**src/rtl/alu_issue.sv**
```systemverilog
// ALU issue stage: decodes R-type, I-type and LUI into an ALU opcode plus operands,
// and holds them in a two-entry buffer (main + skid) with a registered in_ready.
module alu_issue #(
  parameter int XLEN = 32
) (
  input  logic            clk,
  input  logic            rst,
  input  logic            in_valid,
  output logic            in_ready,
  input  logic [6:0]      opcode,
  input  logic [2:0]      funct3,
  input  logic [6:0]      funct7,
  input  logic [XLEN-1:0] rs1_data,
  input  logic [XLEN-1:0] rs2_data,
  input  logic [XLEN-1:0] imm,
  input  logic            flush,
  output logic            out_valid,
  input  logic            out_ready,
  output logic [3:0]      alu_control_lines,
  output logic [XLEN-1:0] operand1,
  output logic [XLEN-1:0] operand2,
  output logic            illegal
);

  localparam logic [3:0] ALU_AND  = 4'b0000;
  localparam logic [3:0] ALU_OR   = 4'b0001;
  localparam logic [3:0] ALU_ADD  = 4'b0010;
  localparam logic [3:0] ALU_XOR  = 4'b0100;
  localparam logic [3:0] ALU_SLL  = 4'b0101;
  localparam logic [3:0] ALU_SUB  = 4'b0110;
  localparam logic [3:0] ALU_SRL  = 4'b0111;
  localparam logic [3:0] ALU_SRA  = 4'b1000;
  localparam logic [3:0] ALU_SLT  = 4'b1001;
  localparam logic [3:0] ALU_SLTU = 4'b1010;

  localparam logic [6:0] OP_R   = 7'b0110011;
  localparam logic [6:0] OP_I   = 7'b0010011;
  localparam logic [6:0] OP_LUI = 7'b0110111;
  localparam logic [6:0] F7_0   = 7'b0000000;
  localparam logic [6:0] F7_ALT = 7'b0100000;

  // Payload layout: {code, illegal, operand1, operand2}
  localparam int W = 5 + 2 * XLEN;

  logic [3:0]      w_code;
  logic            w_ill;
  logic [XLEN-1:0] w_op1;
  logic [XLEN-1:0] w_op2;
  logic [XLEN-1:0] w_shamt;
  logic [W-1:0]    w_payload;
  logic            w_acc;
  logic            w_cons;

  logic            r_main_valid;
  logic            r_skid_valid;
  logic            r_in_ready;
  logic [W-1:0]    r_main;
  logic [W-1:0]    r_skid;

  assign w_shamt = {{(XLEN-5){1'b0}}, imm[4:0]};

  always_comb begin
    w_code = ALU_ADD;
    w_ill  = 1'b0;
    w_op1  = rs1_data;
    w_op2  = rs2_data;
    unique case (opcode)
      OP_R: begin
        unique case (funct3)
          3'b000: begin
            if (funct7 == F7_0)        w_code = ALU_ADD;
            else if (funct7 == F7_ALT) w_code = ALU_SUB;
            else                       w_ill  = 1'b1;
          end
          3'b101: begin
            if (funct7 == F7_0)        w_code = ALU_SRL;
            else if (funct7 == F7_ALT) w_code = ALU_SRA;
            else                       w_ill  = 1'b1;
          end
          3'b001: begin w_code = ALU_SLL;  w_ill = (funct7 != F7_0); end
          3'b010: begin w_code = ALU_SLT;  w_ill = (funct7 != F7_0); end
          3'b011: begin w_code = ALU_SLTU; w_ill = (funct7 != F7_0); end
          3'b100: begin w_code = ALU_XOR;  w_ill = (funct7 != F7_0); end
          3'b110: begin w_code = ALU_OR;   w_ill = (funct7 != F7_0); end
          default: begin w_code = ALU_AND; w_ill = (funct7 != F7_0); end
        endcase
      end
      OP_I: begin
        w_op2 = imm;
        unique case (funct3)
          3'b000: w_code = ALU_ADD;
          3'b001: begin
            w_code = ALU_SLL;
            w_op2  = w_shamt;
            w_ill  = (funct7 != F7_0);
          end
          3'b101: begin
            w_op2 = w_shamt;
            if (funct7 == F7_0)        w_code = ALU_SRL;
            else if (funct7 == F7_ALT) w_code = ALU_SRA;
            else                       w_ill  = 1'b1;
          end
          3'b010: w_code = ALU_SLT;
          3'b011: w_code = ALU_SLTU;
          3'b100: w_code = ALU_XOR;
          3'b110: w_code = ALU_OR;
          default: w_code = ALU_AND;
        endcase
      end
      OP_LUI: begin
        w_op1 = '0;
        w_op2 = imm;
      end
      default: w_ill = 1'b1;
    endcase
    // Illegal instructions still flow downstream, but as a harmless ADD 0,0
    if (w_ill) begin
      w_code = ALU_ADD;
      w_op1  = '0;
      w_op2  = '0;
    end
  end

  assign w_payload = {w_code, w_ill, w_op1, w_op2};
  assign w_acc     = in_valid & r_in_ready;
  assign w_cons    = r_main_valid & out_ready;

  // in_ready is kept equal to ~skid_full, so an accept never meets a full skid
  always_ff @(posedge clk) begin
    if (rst) begin
      r_main_valid <= 1'b0;
      r_skid_valid <= 1'b0;
      r_in_ready   <= 1'b0;
      r_main       <= '0;
      r_skid       <= '0;
    end else if (flush) begin
      r_main_valid <= 1'b0;
      r_skid_valid <= 1'b0;
      r_in_ready   <= 1'b1;
      r_main       <= '0;
      r_skid       <= '0;
    end else begin
      r_in_ready <= ~r_skid_valid;
      if (!r_main_valid || w_cons) begin
        if (r_skid_valid) begin
          r_main       <= r_skid;
          r_main_valid <= 1'b1;
          r_skid_valid <= 1'b0;
          r_in_ready   <= 1'b1;
        end else if (w_acc) begin
          r_main       <= w_payload;
          r_main_valid <= 1'b1;
        end else begin
          r_main_valid <= 1'b0;
        end
      end else if (w_acc) begin
        r_skid       <= w_payload;
        r_skid_valid <= 1'b1;
        r_in_ready   <= 1'b0;
      end
    end
  end

  assign in_ready          = r_in_ready;
  assign out_valid         = r_main_valid;
  assign alu_control_lines = r_main[W-1 -: 4];
  assign illegal           = r_main[2*XLEN];
  assign operand1          = r_main[2*XLEN-1 -: XLEN];
  assign operand2          = r_main[XLEN-1:0];

endmodule

```
**config.mk**
```make
export PLATFORM = sky130hd
export DESIGN_NAME = alu_issue
export DESIGN_NICKNAME = d
export VERILOG_FILES = /design/src/rtl/alu_issue.sv
export SDC_FILE = /design/constraint.sdc
export NUM_CORES = 1
export LEC_CHECK = 0
export CELL_PAD_IN_SITES_DETAIL_PLACEMENT = 0
export CELL_PAD_IN_SITES_GLOBAL_PLACEMENT = 1
export CORE_ASPECT_RATIO = 1.75
export CORE_UTILIZATION = 34
export DETAILED_ROUTE_END_ITERATION = 8
export PLACE_DENSITY = 0.85
export SLEW_MARGIN = 20
export SYNTH_ARGS = -nofsm -noshare
export SYNTH_HDL_FRONTEND = slang
export SYNTH_SLANG_ARGS = --single-unit
```
**constraint.sdc**
```tcl
create_clock -name clk -period 2.17 [get_ports clk]
set_input_delay 0.434 -clock clk [delete_from_list [all_inputs] [get_ports clk]]
set_output_delay 0.434 -clock clk [all_outputs]
set_load 0.05 [all_outputs]
```
Yosys cells after proc, flatten, opt, wreduce, memory -nomap -nowiden
Index checks and enable logic that the tools add are counted.
W data, S select, Z words.

storage, ports and cells
  register bits after elaboration = 141
  bits in latches = 0
  RAM bits = 0
  ROM bits = 0
  input bits = 118
  output and inout bits = 71
  logic and storage cells = 57
  memories kept = 0

operators by class
  add/subtract/negate cells = 0
  multiply operators = 0
  divide/modulo/power cells = 0
  magnitude comparators = 0
  equality and inequality tests = 10
  shifts and indexed selects = 0
  muxes and demuxes = 26
  bitwise operators = 4
  reduce and logical (&&, ||, !) cells = 12

operators with widths
  operator              number
  $mux W69              2
  $mux W32              4
  $pmux W32 S2          1
  $pmux W4 S7           2
  $eq A7 B6 Y1 const B  3
  $mux W4               3
  $eq A3 B3 Y1 const B  3
  $mux W1               9
  $pmux W4 S2           1
  $eq A7 B5 Y1 const B  1
  $logic_not A7 Y1      1
  $reduce_bool A7 Y1    1
  $eq A3 B2 Y1 const B  2
  $mux W3               2
  $reduce_or A2 Y1      3
  $reduce_and A2 Y1     2
  $eq A3 B1 Y1 const B  1
  $logic_not A3 Y1      1
  $pmux W1 S3           1
  $reduce_or A3 Y1      1
  $and A1 B1 Y1         2
  $not A1 Y1            2
  $pmux W1 S2           1
  $reduce_bool A2 Y1    1
  other kinds (2)       2

Longest topological paths before layout
Gate-level depths: netlist (run 1).

  depth in word-level cells = 8
  depth in mapped cells = 8
  depth with buffers taken out = 5

Worst setup path after synthesis (run 1)
Ideal clock, no wire load.

  kind = reg-to-reg
  start = reg r_in_ready, in the netlist in_ready
  end = reg r_skid[67]
  library setup time = 0.061 ns
  arrival time = 1.825 ns
  required time = 2.109 ns
  setup slack = 0.284 ns
  cell stages (with the launch flop) = 7
  buffers on the path = 2
  clock period less this slack = 1.886 ns
  cells stage by stage = dfxtp_1 -> nand2_1 -> nor3_2 -> and2_1 -> buf_6 -> buf_8 -> a32o_1

between the ends
  word-level cells in the longest chain between the ends = 2

RTL lines
  what                                RTL line  text
  start, declared                     56        logic r_in_ready;
  start signal, assigned              143       r_in_ready <= ~r_skid_valid;
  $and A1 B1 Y1                       125       assign w_acc = in_valid & r_in_ready;
  $reduce_and A2 Y1 (no source line)  n/a
  end signal, assigned                157       r_skid <= w_payload;
  end, declared                       58        logic [W-1:0] r_skid;

No other way between the ends.
A chain may end at the register's enable or synchronous reset.

Worst setup path after layout (run 1)
  start = reg r_in_ready, in the netlist in_ready
  end = out in_ready

RTL lines
  what           RTL line  text
  end, declared  9         output logic in_ready,

No word-level cell between the ends.

==> impl_metrics.tcl, run 1 <==
set metrics [dict create \
    outcome "complete, no violations" \
    h-tree-depth 4 \
    core-area_um2 17000 \
    setup.worst_path.start "in_ready" \
    peakVddDrop_mv 0.469 \
    p_int_uw 4810 \
    fp.dieW_um 102 \
    fillers 1700 \
    min_from "r_skid[3]" \
    grt_overflow 0 \
    r2r_slack_ns 0.52 \
    setup_viol 0 \
    crit_arrival_ns 1.63 \
    endpoint_kind "output port" \
    cap_violations 0 \
    rows 63 \
    cp-start-kind "register" \
    tns_ns 0 \
    cts_inserted_buffers 17 \
    finalCriticalPeriod_ns 2.06 \
    synthCells 660 \
    drt_iter0_markers 160 \
    power.share.clock 0.480 \
    gp_congestion 0.791 \
    switching_share 0.244 \
    finClkSkew_ns 0.0125 \
    path_delay_family "buffers and inverters" \
    required_ns 1.74 \
    rsz0062_at_grt "no" \
    ys.warnings.count 0 \
    p_per_area_nw_per_um2 707 \
    cpMaxStageDelayCell "clkdlybuf4s50_1" \
    worst-path-max-fanout 4 \
    syn2layout_area_growth_pct 51.9 \
    dp_slack_ns -0.347 \
    synthDistinctLibCells 51 \
    hp-class "reg2reg" \
    start_util 0.348 \
    worst_pin_slew_ns 0.573 \
    drive_gt1_frac 0.132 \
    period_share 0.951 \
    cts.hold.buffers_added 0 \
    switchingPower_uw 1550 \
    p_total_uw 6360 \
    pwr-share-seq 0.413 \
    slew_violations 0 \
    syn_area_per_cell_um2 8.97 \
    grt_first_pass_wirelength_um 28600 \
    grt_pass1_vias 5795 \
    p_comb_frac 0.107 \
    timing.rr.end "r_main[9]" \
    dpl_cell_area_um2 8360 \
    synth_flop_cell "dfxtp_1" \
    ys_ff_latch 141 \
    dp_hpwl_um 12300 \
    cpPeakStageDelay_ns 0.83 \
    finalHoldViolCount 0 \
    synth_seq_area_share 0.477 \
    clock_latency_ns 0.41 \
    cts_tree "yes" \
    clkTransAtPathRegs_ns 0.07 \
    fin_nets 986 \
    syn_area_um2 5920 \
    ant_nets 0 \
    crit_path_cell_trace "clkdlybuf4s50_1" \
    synth_fp_nets 778 \
    drt-total-wl_um 18000 \
    vias_per_cell 5.25 \
    drc 0 \
    antenna_found_initial 0 \
    timing.fmax_mhz 485 \
    diodes 0 \
    cts_buffer_depth 2 \
    vias 5820 \
    r2r_start "r_skid_valid" \
    leakagePower_uw 0.00342 \
    grtUsageTotal 0.206 \
    grt_max_degree 45 \
    fin_ws_ns 0.107 \
    io_pins 189 \
    reg2reg_depth 6 \
    die-area_um2 18000 \
    drt_pass1_iterations 5 \
    die_h_um 177 \
    worstHoldEndpoint "r_skid[3]" \
    fin_area_um2 8990 \
    holdPathStages 2 \
    port_buffers 188 \
    path_class "reg2out" \
    postSynth.asyncResetShare 0 \
    cts_root_buf "clkbuf_16" \
    slew_headroom 0.617 \
    wl_per_cell_um 16.2 \
    synth_edf_count 0 \
    crit_buf_inv 1 \
    cts.sinks 141 \
]
-- state kept, by name (all words and copies together) (netlist names) --
name          flops
in_ready          1
r_skid           69
out_valid         1
r_main           69
r_skid_valid      1
-- cells in the final DEF, fill, tap and decap left out, types with 5 or more instances in the layout --
cell type        netlist  final
a21oi_1               96     96
a22o_1                32     32
a22oi_1               27     27
a31oi_1                9      9
and3_1                28     28
buf_12                 0      7
buf_4                  3     57
clkbuf_16              0     18
clkdlybuf4s50_1        0    188
clkinv_4               0      5
dfxtp_1              141    140
inv_6                  0      5
mux2_2                 5      5
mux2i_1                5      5
nand2_1               49     48
nand3_1               11     11
nand3b_1              33     33
nand4_1                6      6
nor2_1                13     10
nor2b_1                6      6
o21ai_0               70     70
o22ai_1               27     27
-- synthesized netlist by cell type (all sizes together) (13+ instances only) --
master  count  share of area
a21oi      97          0.083
buf        28          0.032
a22oi      28          0.036
nand2      49          0.031
dfxtp     141           0.48
and3       28          0.030
o22ai      27          0.029
nor2       13         0.0082
a22o       32          0.047
o21ai      70          0.059
clkbuf     35          0.022
nand3b     33          0.042
-- how the worst max path moves through the flow --
stage	cells past startpoint	endpoint	slack [ns]
after floorplan	6	r_skid[67]	0.28
after global placement	8	r_main[67]	-0.30
after detailed placement	8	r_main[67]	-0.35
after CTS	1	in_ready	0.08
after global routing	1	in_ready	0.06
final	1	in_ready	0.11
-- metal layers --
metal  GRT usage  wire length, um
met4      0.0773              348
met2       0.380             9780
met5           0                0
met1       0.223             7040
met3      0.0432              818
-- final cells by class --
type,instances,area [um2],area share
Inverter,4,15.0,0.00167
Tap cell,227,284,0.0316
Timing Repair Buffer,252,2450,0.272
Multi-Input combinational cell,452,2790,0.310
Clock inverter,12,148,0.0164
Sequential cell,141,2830,0.314
Clock buffer,20,478,0.0532
-- per-stage QoR --
| step | util | std cells | hold WS [ns] |
|---|---|---|---|
| after global routing | 0.528 | 1108 | 0.462 |
| after global placement | 0.491 | 1076 | 0.424 |
| after CTS | 0.528 | 1108 | 0.439 |
| after detailed placement | 0.491 | 1076 | 0.431 |
| final | 0.528 | 1108 | 0.437 |
| after floorplan | - | 660 | 0.415 |
-- cell families (layout without fill, tap and decap cells) --
| group | after synthesis | count (layout) | synth area share |
|---|---|---|---|
| flops | 141 | 141 | 0.477 |
| buf+inv | 67 | 288 | 0.0564 |
| simple gates | 162 | 162 | 0.161 |
| compound gates | 278 | 278 | 0.285 |
| xor+xnor | 2 | 2 | 0.00296 |
| mux | 10 | 10 | 0.0180 |
-- timing repair --
action | CTS | global route
buffers inserted | 0 | 0
gates resized for setup | 0 | 2
hold endpoints to repair | 0 | 0
endpoints found under the setup margin | 0 | 2
-- power groups by stage --
stage / sequential (uW) / clock, uW / combinational [uW]
after floorplan: 2770 / 0 / 190
after global placement: 2680 / 0 / 680
after detailed placement: 2680 / 0 / 682
after CTS: 2630 / 3120 / 685
after global routing: 2630 / 3220 / 731
final: 2630 / 3050 / 682
No activity file was read; power rests on OpenSTA's default activity.
==> inputs of run 2 (changes only) <==
--- a/config.mk
+++ b/config.mk
@@ -10,7 +10,7 @@
 export CORE_ASPECT_RATIO = 1.75
 export CORE_UTILIZATION = 34
 export DETAILED_ROUTE_END_ITERATION = 8
-export PLACE_DENSITY = 0.85
+export PLACE_DENSITY_LB_ADDON = 0.3
 export SLEW_MARGIN = 20
 export SYNTH_ARGS = -nofsm -noshare
 export SYNTH_HDL_FRONTEND = slang
==> run 2 against run 1 <==
Net effect: flip-flop and latch count stayed put; clock skew fell by 0.0024 ns; register-to-register slack lost 0.05 ns; utilization decreased by 0.096 points; sequential power about the same; global-route usage rose by 0.48 points; power up 0.31%; cell area down 0.18%; count of clock-buffer cells in the layout down 1; setup slack gained 0.027 ns; largest cell class unchanged; highest routed layer unchanged.
==> impl_metrics.tcl, run 2 (synthesized netlist as in run 1, its figures left out) <==
set metrics [dict create \
    outcome "complete, no violations" \
    dp_hpwl_um 12800 \
    gp_congestion 0.867 \
    vias 5909 \
    die_h_um 177 \
    final_util 0.527 \
    cts.sinks 141 \
    core-area_um2 17000 \
    worst-path-max-fanout 2 \
    finClkSkew_ns 0.0101 \
    endpoint "alu_control_lines[0]" \
    place_inst 1070 \
    dpl_cell_area_um2 8350 \
    fin_area_um2 8970 \
    cts_inserted_buffers 17 \
    grtUsageTotal 0.210 \
    die-area_um2 18000 \
    layout_common_cells "clkdlybuf4s50_1 (188), dfxtp_1 (140), a21oi_1 (96)" \
    post_cts_buffers 0 \
    cpMaxStageDelayCell "clkdlybuf4s50_1" \
    dp_slack_ns -0.247 \
    path_delay_family "buffers and inverters" \
    r2r_start "out_valid" \
    cp-start-kind "register" \
    fin_cells 1102 \
    timing.fmax_mhz 491 \
    timing.rr.end "r_main[5]" \
    leakagePower_uw 0.00339 \
    wl_per_cell_um 16.6 \
    port_buffers 188 \
    p_per_area_nw_per_um2 711 \
    required_ns 1.74 \
    fin_nets 980 \
    path_depth 1 \
    period_share 0.938 \
    crit_path_cell_trace "clkdlybuf4s50_1" \
    io_pins 189 \
    start_util 0.348 \
    worst_pin_slew_ns 0.608 \
    clkTransAtPathRegs_ns 0.06 \
    drc 0 \
    diodes 0 \
    r2r_slack_ns 0.47 \
    rows 63 \
    reg_top3 "r_main: 69 flops, r_skid: 69 flops" \
    finalCriticalPeriod_ns 2.04 \
    rsz0062_at_grt "no" \
    hp-class "reg2reg" \
    drt_pass1_iterations 5 \
    setup_viol 0 \
    cts.hold.buffers_added 0 \
    crit_buf_inv 1 \
    peakVddDrop_mv 0.416 \
    grt_first_pass_wirelength_um 29800 \
    grt_overflow 0 \
    grt_pass1_vias 6179 \
    fin_ws_ns 0.134 \
    fillers 1627 \
    drive_gt1_frac 0.122 \
    clock_latency_ns 0.40 \
    endpoint_kind "output port" \
    ctsResizeCount 0 \
    slew_violations 0 \
    vias_per_cell 5.36 \
    layout_commonest_cell "clkdlybuf4s50_1" \
    cts_tree "yes" \
    cap_violations 0 \
    path_class "reg2out" \
    cts_root_buf "clkbuf_16" \
    syn2layout_area_growth_pct 51.6 \
    cts_buffer_depth 2 \
    fp.dieW_um 102 \
    ant_nets 0 \
    crit_arrival_ns 1.60 \
    finalHoldViolCount 0 \
    grt_max_degree 50 \
    setup.worst_path.start "r_main[65]" \
    reg2reg_depth 6 \
    drt-total-wl_um 18300 \
    slew_headroom 0.593 \
    antenna_found_initial 0 \
    cpPeakStageDelay_ns 0.88 \
    h-tree-depth 4 \
    drt_iter0_markers 246 \
]
==> run 2: metal layers <==
layer	vias up	GRT usage	wire, um
li1	2860	-	-
met1	2853	0.225	7260
met2	176	0.391	9830
met3	20	0.0475	971
met4	0	0.0803	270
met5	-	0	0
==> run 2: per-stage QoR <==
| stage | hold WS (ns) | power, uW | TNS (ns) |
|---|---|---|---|
| final | 0.436 | 6380 | 0 |
| after CTS | 0.437 | 6460 | 0 |
| after global placement | 0.424 | 3350 | -19.88 |
| after detailed placement | 0.429 | 3360 | -21.61 |
| after global routing | 0.453 | 6620 | 0 |
| after floorplan | 0.415 | 2960 | 0 |
==> run 2: worst min path at each step <==
stage,start,to,slack (ns),depth (start not counted)
global route,r_skid[3],r_skid[3],0.45,2
CTS,r_skid[1],r_skid[1],0.44,2
finish,r_skid[1],r_skid[1],0.44,2
floorplan,r_skid[0],r_skid[0],0.42,2
detailed placement,r_skid[1],r_skid[1],0.43,2
global placement,r_skid[4],r_skid[4],0.42,2
==> run 2: layout make-up <==
type	instances	area, um2	area share
sequential	141	2830	0.315
clock buffer	19	433	0.0482
timing repair buffer	246	2440	0.272
tap	227	284	0.0316
clock inverter	13	190	0.0212
multi-input combinational	452	2780	0.310
inverter	4	15.0	0.00167
==> run 2: report_power, final <==
| group | total (uW) | switching (uW) | internal, uW | leakage (uW) |
|---|---|---|---|---|
| clock network | 3080 | 1140 | 1940 | 0.000302 |
| registers | 2630 | 13.6 | 2610 | 0.00114 |
| logic | 676 | 336 | 340 | 0.00195 |
==> run 2: tightest hold or removal path, stage by stage, from the launching register on <==
cell and delay, ns:
dfxtp_1 0.31, nand2_1 0.05, nand2_1 0.04
==> inputs of run 3 (changes only) <==
--- a/config.mk
+++ b/config.mk
@@ -7,10 +7,10 @@
 export LEC_CHECK = 0
 export CELL_PAD_IN_SITES_DETAIL_PLACEMENT = 0
 export CELL_PAD_IN_SITES_GLOBAL_PLACEMENT = 1
-export CORE_ASPECT_RATIO = 1.75
 export CORE_UTILIZATION = 34
 export DETAILED_ROUTE_END_ITERATION = 8
 export PLACE_DENSITY_LB_ADDON = 0.3
+export SETUP_SLACK_MARGIN = 0.5
 export SLEW_MARGIN = 20
 export SYNTH_ARGS = -nofsm -noshare
 export SYNTH_HDL_FRONTEND = slang
==> run 3 against run 2 <==
Net effect: final cell count up 0.45%; critical path type is now in2reg; combinational power up 8.0%; first-iteration DRC count up 40%; largest cell class is now multi-input combinational cells; power up 5.0%.
==> impl_metrics.tcl, run 3 (synthesized netlist as in run 1, its figures left out) <==
set metrics [dict create \
    outcome "complete, no violations" \
    io_pins 189 \
    gp_congestion 0.856 \
    path_class "in2reg" \
    clkTransAtPathRegs_ns 0.06 \
    fp.dieW_um 134 \
    dp_hpwl_um 12600 \
    cts_inserted_buffers 17 \
    peakVddDrop_mv 0.597 \
    fin_nets 992 \
    ant_nets 0 \
    cp-start-kind "primary input" \
    drt_iter0_markers 345 \
    leakagePower_uw 0.00360 \
    drt_pass1_iterations 5 \
    r2r_slack_ns 0.60 \
    cts_buffer_depth 2 \
    reg2reg_depth 7 \
    drc 0 \
    period_share 0.791 \
    wl_per_cell_um 18.1 \
    drive_gt1_frac 0.277 \
    grt_pass1_vias 5965 \
    rows 47 \
    reg_top3 "r_main: 69 flops, r_skid: 69 flops" \
    cts.sinks 141 \
    core-area_um2 16800 \
    diodes 0 \
    antenna_found_initial 0 \
    slew_headroom 0.626 \
    required_ns 2.51 \
    port_buffers 188 \
    final_util 0.573 \
    drt-total-wl_um 20000 \
    cts_tree "yes" \
    timing.rr.end "r_main[31]" \
    worstHoldEndpoint "r_skid[4]" \
    p_per_area_nw_per_um2 695 \
    slew_violations 0 \
    layout_commonest_cell "dfxtp_1" \
    vias 6106 \
    finClkSkew_ns 0.00551 \
    grt_first_pass_wirelength_um 30600 \
    cap_violations 0 \
    worst-path-max-fanout 8 \
    finalHoldViolCount 0 \
    grt_overflow 0 \
    vias_per_cell 5.52 \
    whs_ns 0.436 \
    setup_viol 0 \
    hp-class "reg2reg" \
    syn2layout_area_growth_pct 62.8 \
    crit_arrival_ns 2.06 \
    min_from "r_skid[4]" \
    endpoint_kind "register" \
    grt_max_degree 63 \
    clock_latency_ns 0.42 \
    worst_pin_slew_ns 0.561 \
    rsz0062_at_grt "yes" \
    die_h_um 134 \
    start_util 0.352 \
    finalCriticalPeriod_ns 1.72 \
    r2r_start "r_skid_valid" \
    cts_root_buf "clkbuf_16" \
    die-area_um2 17900 \
    timing.fmax_mhz 583 \
    grtUsageTotal 0.217 \
    h-tree-depth 4 \
    holdPathStages 2 \
    layout_common_cells "dfxtp_1 (138), clkdlybuf4s50_1 (100), a21oi_1 (96)" \
]
-- run 3: cell types whose count changed in the layout (fill, tap and decap cells not counted), sizes merged --
cell	previous run	this run
buf	58	68
clkbuf	19	24
clkinvlp	1	4
dlygate4sd2	0	6
clkdlybuf4s15	0	75
clkinv	6	2
clkdlybuf4s50	188	100
bufinv	4	6
nand3	12	15
-- run 3: critical path, cell delays in order --
cell and delay, ns:
dlygate4sd2_1 0.27, and4bb_2 0.27, o21ai_0 0.17, and3_4 0.27, nand4_4 0.16, buf_12 0.19, buf_12 0.14, o22ai_4 0.15
-- run 3: final cells by class --
type / instances / area (um2)
multi-input cells: 455 / 3130
clock buffers: 18 / 439
fillers: 1431 / 7180
clock inverters: 14 / 238
inverters: 4 / 15.0
flip-flops and latches: 141 / 2830
repair buffers: 255 / 2710
well taps: 220 / 275
-- run 3: power by group --
part / leakage [uW] / switching [uW] / internal, uW
logic: 0.00214 / 377 / 353
clock network: 0.000319 / 1150 / 2190
registers: 0.00114 / 14.9 / 2610
-- run 3: per-layer routing --
metal	up-vias	share of wire	track usage
met5	-	0	0
met4	0	0.017	0.0758
met3	25	0.059	0.0427
met2	231	0.49	0.371
met1	2947	0.43	0.269
li1	2903	-	-
-- run 3: worst max-delay path by stage --
stage                   start         end  slack (ns)  cells after the start
floorplan           funct7[2]  r_skid[67]        0.40                      7
global placement    funct7[2]  r_skid[11]       -0.21                      6
detailed placement  funct7[2]  r_skid[23]       -0.31                      6
CTS                 funct7[3]  r_main[21]        0.48                      9
global route        funct7[1]  r_main[31]        0.43                      9
finish              funct7[5]  r_main[31]        0.45                      8
-- run 3: what timing repair did --
action	4_1_cts	5_1_grt
hold endpoints to repair	0	0
setup buffers	8	5
hold buffers	0	0
setup endpoints to repair	209	114
gates resized for setup	279	55
pin swaps	15	20
cloned	4	2
-- run 3: metrics by stage --
stage	setup TNS (ns)	instances	power (uW)	area (um2)	worst slack, ns
floorplan	0	660	2970	5990	0.400
global placement	-22.51	1056	3350	8330	-0.213
detailed placement	-30.71	1056	3360	8330	-0.311
CTS	0	1100	6700	9370	0.485
global route	0	1107	6900	9640	0.426
finish	0	1107	6700	9640	0.454
